### config.mk
export PLATFORM = sky130hd
export DESIGN_NAME = hpdmc_datactl_gen_flat
export DESIGN_NICKNAME = d
export VERILOG_FILES = /design/src/rtl/hpdmc_datactl_gen_if.sv /design/src/rtl/hpdmc_datactl_gen.sv /design/src/flat_wrapper.sv
export SDC_FILE = /design/constraint.sdc
export NUM_CORES = 1
export LEC_CHECK = 0
export ABC_AREA = 1
export BUFFER_PORTS_ARGS = -buffer_cell sky130_fd_sc_hd__buf_2
export CORE_MARGIN = 10
export CORE_UTILIZATION = 40
export CTS_CLUSTER_SIZE = 40
export DETAILED_ROUTE_END_ITERATION = 12
export SETUP_SLACK_MARGIN = 0.3
export SLEW_MARGIN = 5
export SYNTH_ARGS = -nofsm -noshare
export SYNTH_HDL_FRONTEND = slang
export SYNTH_SLANG_ARGS = --single-unit
### constraint.sdc
create_clock -name sys_clk -period 2.5 [get_ports sys_clk]
set_clock_uncertainty 0.1 [all_clocks]
set_input_delay 0.375 -clock sys_clk [delete_from_list [all_inputs] [get_ports sys_clk]]
set_output_delay 0.375 -clock sys_clk [all_outputs]
set_load 0.01 [all_outputs]
### src/rtl/hpdmc_datactl_gen_if.sv
// Command and timing-status bundle between the hpdmc
// command scheduler and the data-path timing controller.
interface hpdmc_datactl_gen_if #(
  parameter int NBANKS = 4,
  parameter int CL_W   = 2,
  parameter int WR_W   = 2
);
  logic              read;
  logic              write;
  logic [NBANKS-1:0] concerned_bank;
  logic [CL_W-1:0]   tim_cas;
  logic [WR_W-1:0]   tim_wr;
  logic              read_safe;
  logic              write_safe;
  logic [NBANKS-1:0] precharge_safe;
  logic              ack;
  logic              direction;
  logic              direction_r;
  logic              violation;

  modport master (
    output read, write, concerned_bank,
    output tim_cas, tim_wr,
    input  read_safe, write_safe,
    input  precharge_safe, ack,
    input  direction, direction_r,
    input  violation
  );

  modport slave (
    input  read, write, concerned_bank,
    input  tim_cas, tim_wr,
    output read_safe, write_safe,
    output precharge_safe, ack,
    output direction, direction_r,
    output violation
  );
endinterface

### src/rtl/hpdmc_datactl_gen.sv
// DDR data-path timing: turnaround permissions, per-bank
// precharge guard, data ack, DQ/DQS direction, error flag.
module hpdmc_datactl_gen #(
  parameter int NBANKS = 4,
  parameter int BURST  = 4,
  parameter int CL_W   = 2,
  parameter int WR_W   = 2
) (
  input logic                sys_clk,
  input logic                sdram_rst_n,
  hpdmc_datactl_gen_if.slave bus
);
  localparam int D     = BURST / 2;
  localparam int CLRAW = (1 << CL_W) - 1;
  localparam int CLMAX = (CLRAW < 2) ? 2 : CLRAW;
  localparam int SMAX  = CLMAX + D + 2;
  localparam int PMAX  = D + 2 + (1 << WR_W) - 1;
  localparam int CMAX  = (SMAX > PMAX) ? SMAX : PMAX;
  localparam int CW    = $clog2(CMAX + 1);
  localparam int DL    = (1 << CL_W) + 3;

  typedef logic [CW-1:0] cnt_t;

  localparam cnt_t ONE = cnt_t'(1);
  localparam cnt_t K2  = cnt_t'(2);
  localparam cnt_t KD  = cnt_t'(D);
  localparam cnt_t KD1 = cnt_t'(D + 1);
  localparam cnt_t KD2 = cnt_t'(D + 2);
  localparam cnt_t KD3 = cnt_t'(D + 3);
  localparam logic [NBANKS-1:0] NB_ONE =
    {{(NBANKS-1){1'b0}}, 1'b1};

  logic              rd, wr, cmd, onehot, coll;
  logic [NBANKS-1:0] bank;
  cnt_t              tcas, cl, twr, tap;
  cnt_t              rs_ld, ws_ld, pc_ld;
  logic [DL-1:0]     tap_oh, shifted;

  cnt_t              rs_q, rs_d;
  cnt_t              ws_q, ws_d;
  cnt_t              dir_q, dir_d;
  cnt_t              pc_q [NBANKS];
  cnt_t              pc_d [NBANKS];
  logic [DL-1:0]     pend_q, pend_d;
  logic              wr_d_q, wr_d_d;
  logic              read_safe_q, read_safe_d;
  logic              write_safe_q, write_safe_d;
  logic [NBANKS-1:0] prech_q, prech_d;
  logic              ack_q, ack_d;
  logic              dir_out_q, dir_out_d;
  logic              dir_r_q, dir_r_d;
  logic              viol_q, viol_d;

  always_comb begin
    rd     = bus.read;
    wr     = bus.write & ~bus.read;
    cmd    = bus.read | bus.write;
    bank   = bus.concerned_bank;
    onehot = (bank != '0) &&
             ((bank & (bank - NB_ONE)) == '0);
    tcas   = cnt_t'(bus.tim_cas);
    cl     = (tcas < K2) ? K2 : tcas;
    twr    = cnt_t'(bus.tim_wr);

    if (rd) begin
      rs_ld = KD2;
      ws_ld = cl + KD2;
      pc_ld = KD;
    end else begin
      rs_ld = (cl < KD3) ? KD3 - cl : ONE;
      ws_ld = KD2;
      pc_ld = KD2 + twr;
    end

    rs_d = (rs_q != '0) ? rs_q - ONE : '0;
    ws_d = (ws_q != '0) ? ws_q - ONE : '0;
    if (cmd) begin
      rs_d = rs_ld;
      ws_d = ws_ld;
    end
    read_safe_d  = (rs_d == '0);
    write_safe_d = (ws_d == '0);

    // merge keeps the longer of pending and new guard time
    for (int n = 0; n < NBANKS; n++) begin
      pc_d[n] = (pc_q[n] != '0) ? pc_q[n] - ONE : '0;
      if (cmd && bank[n] && (pc_ld > pc_d[n]))
        pc_d[n] = pc_ld;
      prech_d[n] = (pc_d[n] == '0);
    end

    tap = rd ? cl + ONE : '0;
    for (int i = 0; i < DL; i++)
      tap_oh[i] = (cnt_t'(i) == tap);
    shifted = pend_q >> 1;
    coll    = cmd & (|(shifted & tap_oh));
    pend_d  = cmd ? (shifted | tap_oh) : shifted;
    ack_d   = pend_q[0];

    wr_d_d = wr;
    if (wr_d_q)
      dir_d = KD1;
    else
      dir_d = (dir_q != '0) ? dir_q - ONE : '0;
    dir_out_d = (dir_d != '0);
    dir_r_d   = wr | (dir_d != '0);

    viol_d = viol_q
           | (bus.read & ~read_safe_q)
           | (bus.write & ~write_safe_q)
           | (bus.read & bus.write)
           | (cmd & ~onehot)
           | coll;
  end

  always_ff @(posedge sys_clk or negedge sdram_rst_n) begin
    if (!sdram_rst_n) begin
      rs_q         <= '0;
      ws_q         <= '0;
      dir_q        <= '0;
      for (int n = 0; n < NBANKS; n++)
        pc_q[n] <= '0;
      pend_q       <= '0;
      wr_d_q       <= 1'b0;
      read_safe_q  <= 1'b1;
      write_safe_q <= 1'b1;
      prech_q      <= '1;
      ack_q        <= 1'b0;
      dir_out_q    <= 1'b0;
      dir_r_q      <= 1'b0;
      viol_q       <= 1'b0;
    end else begin
      rs_q         <= rs_d;
      ws_q         <= ws_d;
      dir_q        <= dir_d;
      for (int n = 0; n < NBANKS; n++)
        pc_q[n] <= pc_d[n];
      pend_q       <= pend_d;
      wr_d_q       <= wr_d_d;
      read_safe_q  <= read_safe_d;
      write_safe_q <= write_safe_d;
      prech_q      <= prech_d;
      ack_q        <= ack_d;
      dir_out_q    <= dir_out_d;
      dir_r_q      <= dir_r_d;
      viol_q       <= viol_d;
    end
  end

  assign bus.read_safe      = read_safe_q;
  assign bus.write_safe     = write_safe_q;
  assign bus.precharge_safe = prech_q;
  assign bus.ack            = ack_q;
  assign bus.direction      = dir_out_q;
  assign bus.direction_r    = dir_r_q;
  assign bus.violation      = viol_q;
endmodule

### src/flat_wrapper.sv
// flat-port wrapper written by rule: the top's interface ports become plain ports
module hpdmc_datactl_gen_flat 
#(
  parameter int NBANKS = 4,
  parameter int BURST  = 4,
  parameter int CL_W   = 2,
  parameter int WR_W   = 2
)
  (sys_clk, sdram_rst_n, bus_read, bus_write, bus_concerned_bank, bus_tim_cas, bus_tim_wr, bus_read_safe, bus_write_safe, bus_precharge_safe, bus_ack, bus_direction, bus_direction_r, bus_violation);
  hpdmc_datactl_gen_if #(.NBANKS(NBANKS), .CL_W(CL_W), .WR_W(WR_W)) bus_i ();
  input logic sys_clk;
  input logic sdram_rst_n;
  input wire logic [$bits(bus_i.read)-1:0] bus_read;
  input wire logic [$bits(bus_i.write)-1:0] bus_write;
  input wire logic [$bits(bus_i.concerned_bank)-1:0] bus_concerned_bank;
  input wire logic [$bits(bus_i.tim_cas)-1:0] bus_tim_cas;
  input wire logic [$bits(bus_i.tim_wr)-1:0] bus_tim_wr;
  output wire logic [$bits(bus_i.read_safe)-1:0] bus_read_safe;
  output wire logic [$bits(bus_i.write_safe)-1:0] bus_write_safe;
  output wire logic [$bits(bus_i.precharge_safe)-1:0] bus_precharge_safe;
  output wire logic [$bits(bus_i.ack)-1:0] bus_ack;
  output wire logic [$bits(bus_i.direction)-1:0] bus_direction;
  output wire logic [$bits(bus_i.direction_r)-1:0] bus_direction_r;
  output wire logic [$bits(bus_i.violation)-1:0] bus_violation;
  assign bus_i.read = bus_read;
  assign bus_i.write = bus_write;
  assign bus_i.concerned_bank = bus_concerned_bank;
  assign bus_i.tim_cas = bus_tim_cas;
  assign bus_i.tim_wr = bus_tim_wr;
  assign bus_read_safe = bus_i.read_safe;
  assign bus_write_safe = bus_i.write_safe;
  assign bus_precharge_safe = bus_i.precharge_safe;
  assign bus_ack = bus_i.ack;
  assign bus_direction = bus_i.direction;
  assign bus_direction_r = bus_i.direction_r;
  assign bus_violation = bus_i.violation;
  hpdmc_datactl_gen #(.NBANKS(NBANKS), .BURST(BURST), .CL_W(CL_W), .WR_W(WR_W)) u_core (.sys_clk(sys_clk), .sdram_rst_n(sdram_rst_n), .bus(bus_i));
endmodule
==> results.md <==
Run status:
- The flow ran to the end, and the final reports show no timing, DRC or antenna violations.

Synth:
- The share of async-settable or async-resettable flops after synthesis is 1.000.
- The mapped netlist covers 2044 µm².
- For this run, the leading register cell type out of synthesis is sky130_fd_sc_hd__dfrtp_1.
- The synthesis warning total is 0.
- Synthesis produced 240 cells.
- The dominant cell type by area after synthesis is sky130_fd_sc_hd__dfrtp_1.
- The number of nets produced by synthesis is 274.
- In this run, synthesis inferred 0 flip-flops with an integrated enable.
- The count of different cell masters after synthesis is 26.
- Of the post-synthesis cell area, the dominant cell type holds 0.3917.
- The post-synthesis register bit count is 38.
- The proportion of synthesized chip area in sequential cells is 0.4688.
- By count the netlist is led by sky130_fd_sc_hd__nand2_1 (58), sky130_fd_sc_hd__inv_1 (34), sky130_fd_sc_hd__dfrtp_1 (32), sky130_fd_sc_hd__nor2_1 (29), sky130_fd_sc_hd__ha_1 (22).
- Yosys attributes the largest share of cell area to sky130_fd_sc_hd__dfrtp_1 (39%), sky130_fd_sc_hd__ha_1 (13%), sky130_fd_sc_hd__nand2_1 (11%).
- The average cell area after synthesis is 8.519 µm².
- The most used standard cell by instance count after synthesis is sky130_fd_sc_hd__nand2_1.

Detailed routing:
- The detailed router finished its first iteration with 57 violations.
- The final wirelength is 3.687 mm.
- Summing over every cut layer, the via total after detailed routing is 1500.
- In the final routed layout, each cell accounts on average for 10.97 µm.
- The number of nets still failing antenna checks after routing is 0.
- After detailed routing, the number of remaining DRC violations is 0.
- The via count normalized by instance count is 4.464.
- The detailed-router iteration count before antenna repair is 6.

Flow run:
- The tool flagged a number of max-cap violations equal to 0.

Die:
- The die covers 8370 µm².
- The y dimension of the die is 91.49 µm.
- The cell row count is 25.
- In this run the standard cell core region covers 4848 µm².
- The horizontal die dimension is 91.49 µm.
- The initial core utilization is 0.4217.
- For this design the top-level I/O count stands at 22.

Global routing:
- The number of antenna violations at the first check in global routing is 0.
- The residual overflow from global routing is 0.
- The combined global-route utilization of all metal layers is 0.08877.
- The first global-routing pass estimated 6.182 mm of wire.
- Entering global routing, the biggest net connects 39 pins.
- The via count of the first global-routing pass is 1419.

STA:
- The worst relative slew slack is 0.4667.
- The final setup violation count is 0.
- At the pin with the least slew margin, the transition time is 800.0 ps.
- In the final timing run, aggregate negative setup slack is 0 ps.
- The routed design could run at a clock period as short as 1993 ps.
- The final cycle utilization of the critical path is 0.7971.
- The fmax is 0.5018 GHz.
- The final hold violation count is 0.
- Setup repair after global routing left no endpoint under its margin.
- The final number of max-transition violations is 0.

Clock tree:
- The clock latency on the worst-skew pair is 280 ps.
- The buffer levels on the longest clock path is 2.
- The register clock-pin slew on the reported worst setup and hold paths is 70 ps.
- The clock net in this run drives a total of 38 sinks.
- The number of hold buffers added after CTS was 0.
- The CTS tree is done.
- The root cell of the clock tree is sky130_fd_sc_hd__clkbuf_8.
- The number of cells upsized or downsized after cts is 0.
- The count of buffers added by post-CTS timing repair for setup is 0.
- The count of H-tree levels built during CTS is 2.
- Clock tree synthesis inserted a total of 5 buffers.

Placement:
- The placed instances occupy a cell area of 2241 µm².
- The placer congestion estimate is 0.7863.
- The count of placed standard cells including taps is 328.
- The count of buffers from port buffering is 21.
- After legalization and detailed placement, the total HPWL measured 2.883 mm.

Worst setup path:
- The worst setup path is launched from a flop.
- The largest fanout on the critical path is 4.
- Data on the critical path arrives at its endpoint at 2120 ps.
- The startpoint-to-endpoint class of the critical path is reg2reg.
- STA classifies the critical path endpoint as a flop.
- The required arrival time at the worst endpoint is 2630 ps.

Power:
- The maximum VDD drop is 0.5855 mV.
- The switching power summed over all nets is 892.7 µW.
- The analysis attributes to cell leakage a power of 0.001232 µW.
- The switching part of the total power is 0.3934.
- The ratio of total power to cell area is 969.3 nW/µm².
- Of the total power, combinational logic draws 0.427.
- The share of total power dissipated in sequential elements is 0.383.
- The internal power consumption is 1376 µW.
- The overall power is 2269 µW.
- The clock network power share is 0.191.

Final layout:
- The number of inserted diodes is 0.
- The final net count is 302.
- The area growth from synthesis to layout is 14.50%.
- The fraction of final layout cells with drive strength greater than 1 is 0.1896.
- The end-of-flow core utilization is 0.4828.
- For this run, the number of standard cells in the final layout without fillers is 336.
- After routing the design area is 2341 µm².

Worst hold path:
- The type of the worst min-delay path is in2async.
registers in the layout (all words and copies together), names as in the netlist:
register	count
u_core.pc_q	12
u_core.bus.direction	1
u_core.dir_q	3
u_core.wr_d_q	1
u_core.rs_q	3
u_core.ws_q	3
u_core.bus.write_safe	1
u_core.bus.ack	1
u_core.pend_q	6
u_core.bus.read_safe	1
u_core.bus.direction_r	1
u_core.bus.precharge_safe	4
u_core.bus.violation	1
worst max-delay path: stages, from the launching register on:
cell and delay [ps]:
sky130_fd_sc_hd__dfrtp_1 400, sky130_fd_sc_hd__nor2_1 170, sky130_fd_sc_hd__inv_1 70, sky130_fd_sc_hd__ha_1 170, sky130_fd_sc_hd__inv_1 90, sky130_fd_sc_hd__ha_1 260, sky130_fd_sc_hd__a21oi_1 150, sky130_fd_sc_hd__nand2_1 110
sky130_fd_sc_hd__nand2_1 140, sky130_fd_sc_hd__nand2_1 60, sky130_fd_sc_hd__nand2_1 80, sky130_fd_sc_hd__nand2_1 60, sky130_fd_sc_hd__nor2_1 80
worst paths after layout:
kind | from | to | slack (ps) | cells after the start
worst max-delay path | u_core.pc_q[0] | u_core.bus.precharge_safe[3] | 510 | 12
worst min-delay path | sdram_rst_n | u_core.ws_q[2] | 70 | 1
worst max register to register | u_core.pc_q[0] | u_core.bus.precharge_safe[3] | 510 | 12
worst min register to register | u_core.pend_q[2] | u_core.pend_q[1] | 250 | 0
max in group asynchronous | sdram_rst_n | u_core.pc_q[0] | 1720 | 1
min in group sys_clk | u_core.pend_q[2] | u_core.pend_q[1] | 250 | 0
per-stage QoR:
step / setup WS (ps) / hold slack (ps)
3_3_place_gp: 454.2 / 231.7
6_report: 507.3 / 74.24
3_5_place_dp: 447.4 / 234.7
4_1_cts: 484.3 / 104.5
2_1_floorplan: 581.6 / -20.59
5_1_grt: 335.1 / 141.6
layout by cell type, fill, tap and decap left out:
cell,n
sky130_fd_sc_hd__nand2_1,58
sky130_fd_sc_hd__inv_1,34
sky130_fd_sc_hd__dfrtp_1,32
sky130_fd_sc_hd__nor2_1,27
sky130_fd_sc_hd__ha_1,22
sky130_fd_sc_hd__buf_2,21
sky130_fd_sc_hd__nand3_1,11
sky130_fd_sc_hd__a21oi_1,8
sky130_fd_sc_hd__o21ai_0,7
sky130_fd_sc_hd__clkbuf_8,6
sky130_fd_sc_hd__dfstp_2,6
sky130_fd_sc_hd__a21boi_0,4
sky130_fd_sc_hd__nand3b_1,4
sky130_fd_sc_hd__o21ai_1,4
sky130_fd_sc_hd__nand2_2,3
sky130_fd_sc_hd__buf_4,3
sky130_fd_sc_hd__nor2_2,2
sky130_fd_sc_hd__o21ai_2,2
sky130_fd_sc_hd__nor2_4,2
sky130_fd_sc_hd__or2_2,2
sky130_fd_sc_hd__nor3_1,2
sky130_fd_sc_hd__inv_2,1
sky130_fd_sc_hd__o22ai_2,1
sky130_fd_sc_hd__or2_1,1
sky130_fd_sc_hd__o31ai_1,1
sky130_fd_sc_hd__o21bai_1,1
sky130_fd_sc_hd__xnor2_1,1
sky130_fd_sc_hd__clkinv_2,1
sky130_fd_sc_hd__clkinvlp_4,1
sky130_fd_sc_hd__conb_1,1
kinds of logic after synthesis:
logic type / share of synthesized area
other: 0.001834
XOR/XNOR: 0.004285
flip-flops: 0.4688
AO/OA/AOI/OAI: 0.08323
adder cells (fa/ha/maj): 0.1346
buffers and inverters: 0.07160
AND/OR/NAND/NOR: 0.2356
final cells by class:
| type | instances | area (µm²) |
|---|---|---|
| Fill cell | 476 | 2507 |
| Sequential cell | 38 | 958.4 |
| Multi-Input combinational cell | 164 | 944.7 |
| Inverter | 35 | 131.4 |
| Timing Repair Buffer | 24 | 127.6 |
| Tap cell | 67 | 83.83 |
| Clock buffer | 6 | 82.58 |
| Clock inverter | 2 | 12.51 |
metal layers:
| metal | GRT usage | vias to the layer above | wire, µm |
|---|---|---|---|
| li1 | - | 804 | - |
| met1 | 0.1016 | 661 | 1700 |
| met2 | 0.1528 | 28 | 1755 |
| met3 | 0.03128 | 7 | 183 |
| met4 | 0.02350 | 0 | 46 |
| met5 | 0 | - | 0 |
power by group through the flow:
stage | Sequential [µW] | Combinational, µW | Clock (µW)
2_1_floorplan | 880 | 735 | 0
3_3_place_gp | 874 | 950 | 0
3_5_place_dp | 877 | 972 | 0
4_1_cts | 868 | 980 | 452
5_1_grt | 889 | 1140 | 476
6_report | 869 | 968 | 432
Power figures use the tool's default switching activity.
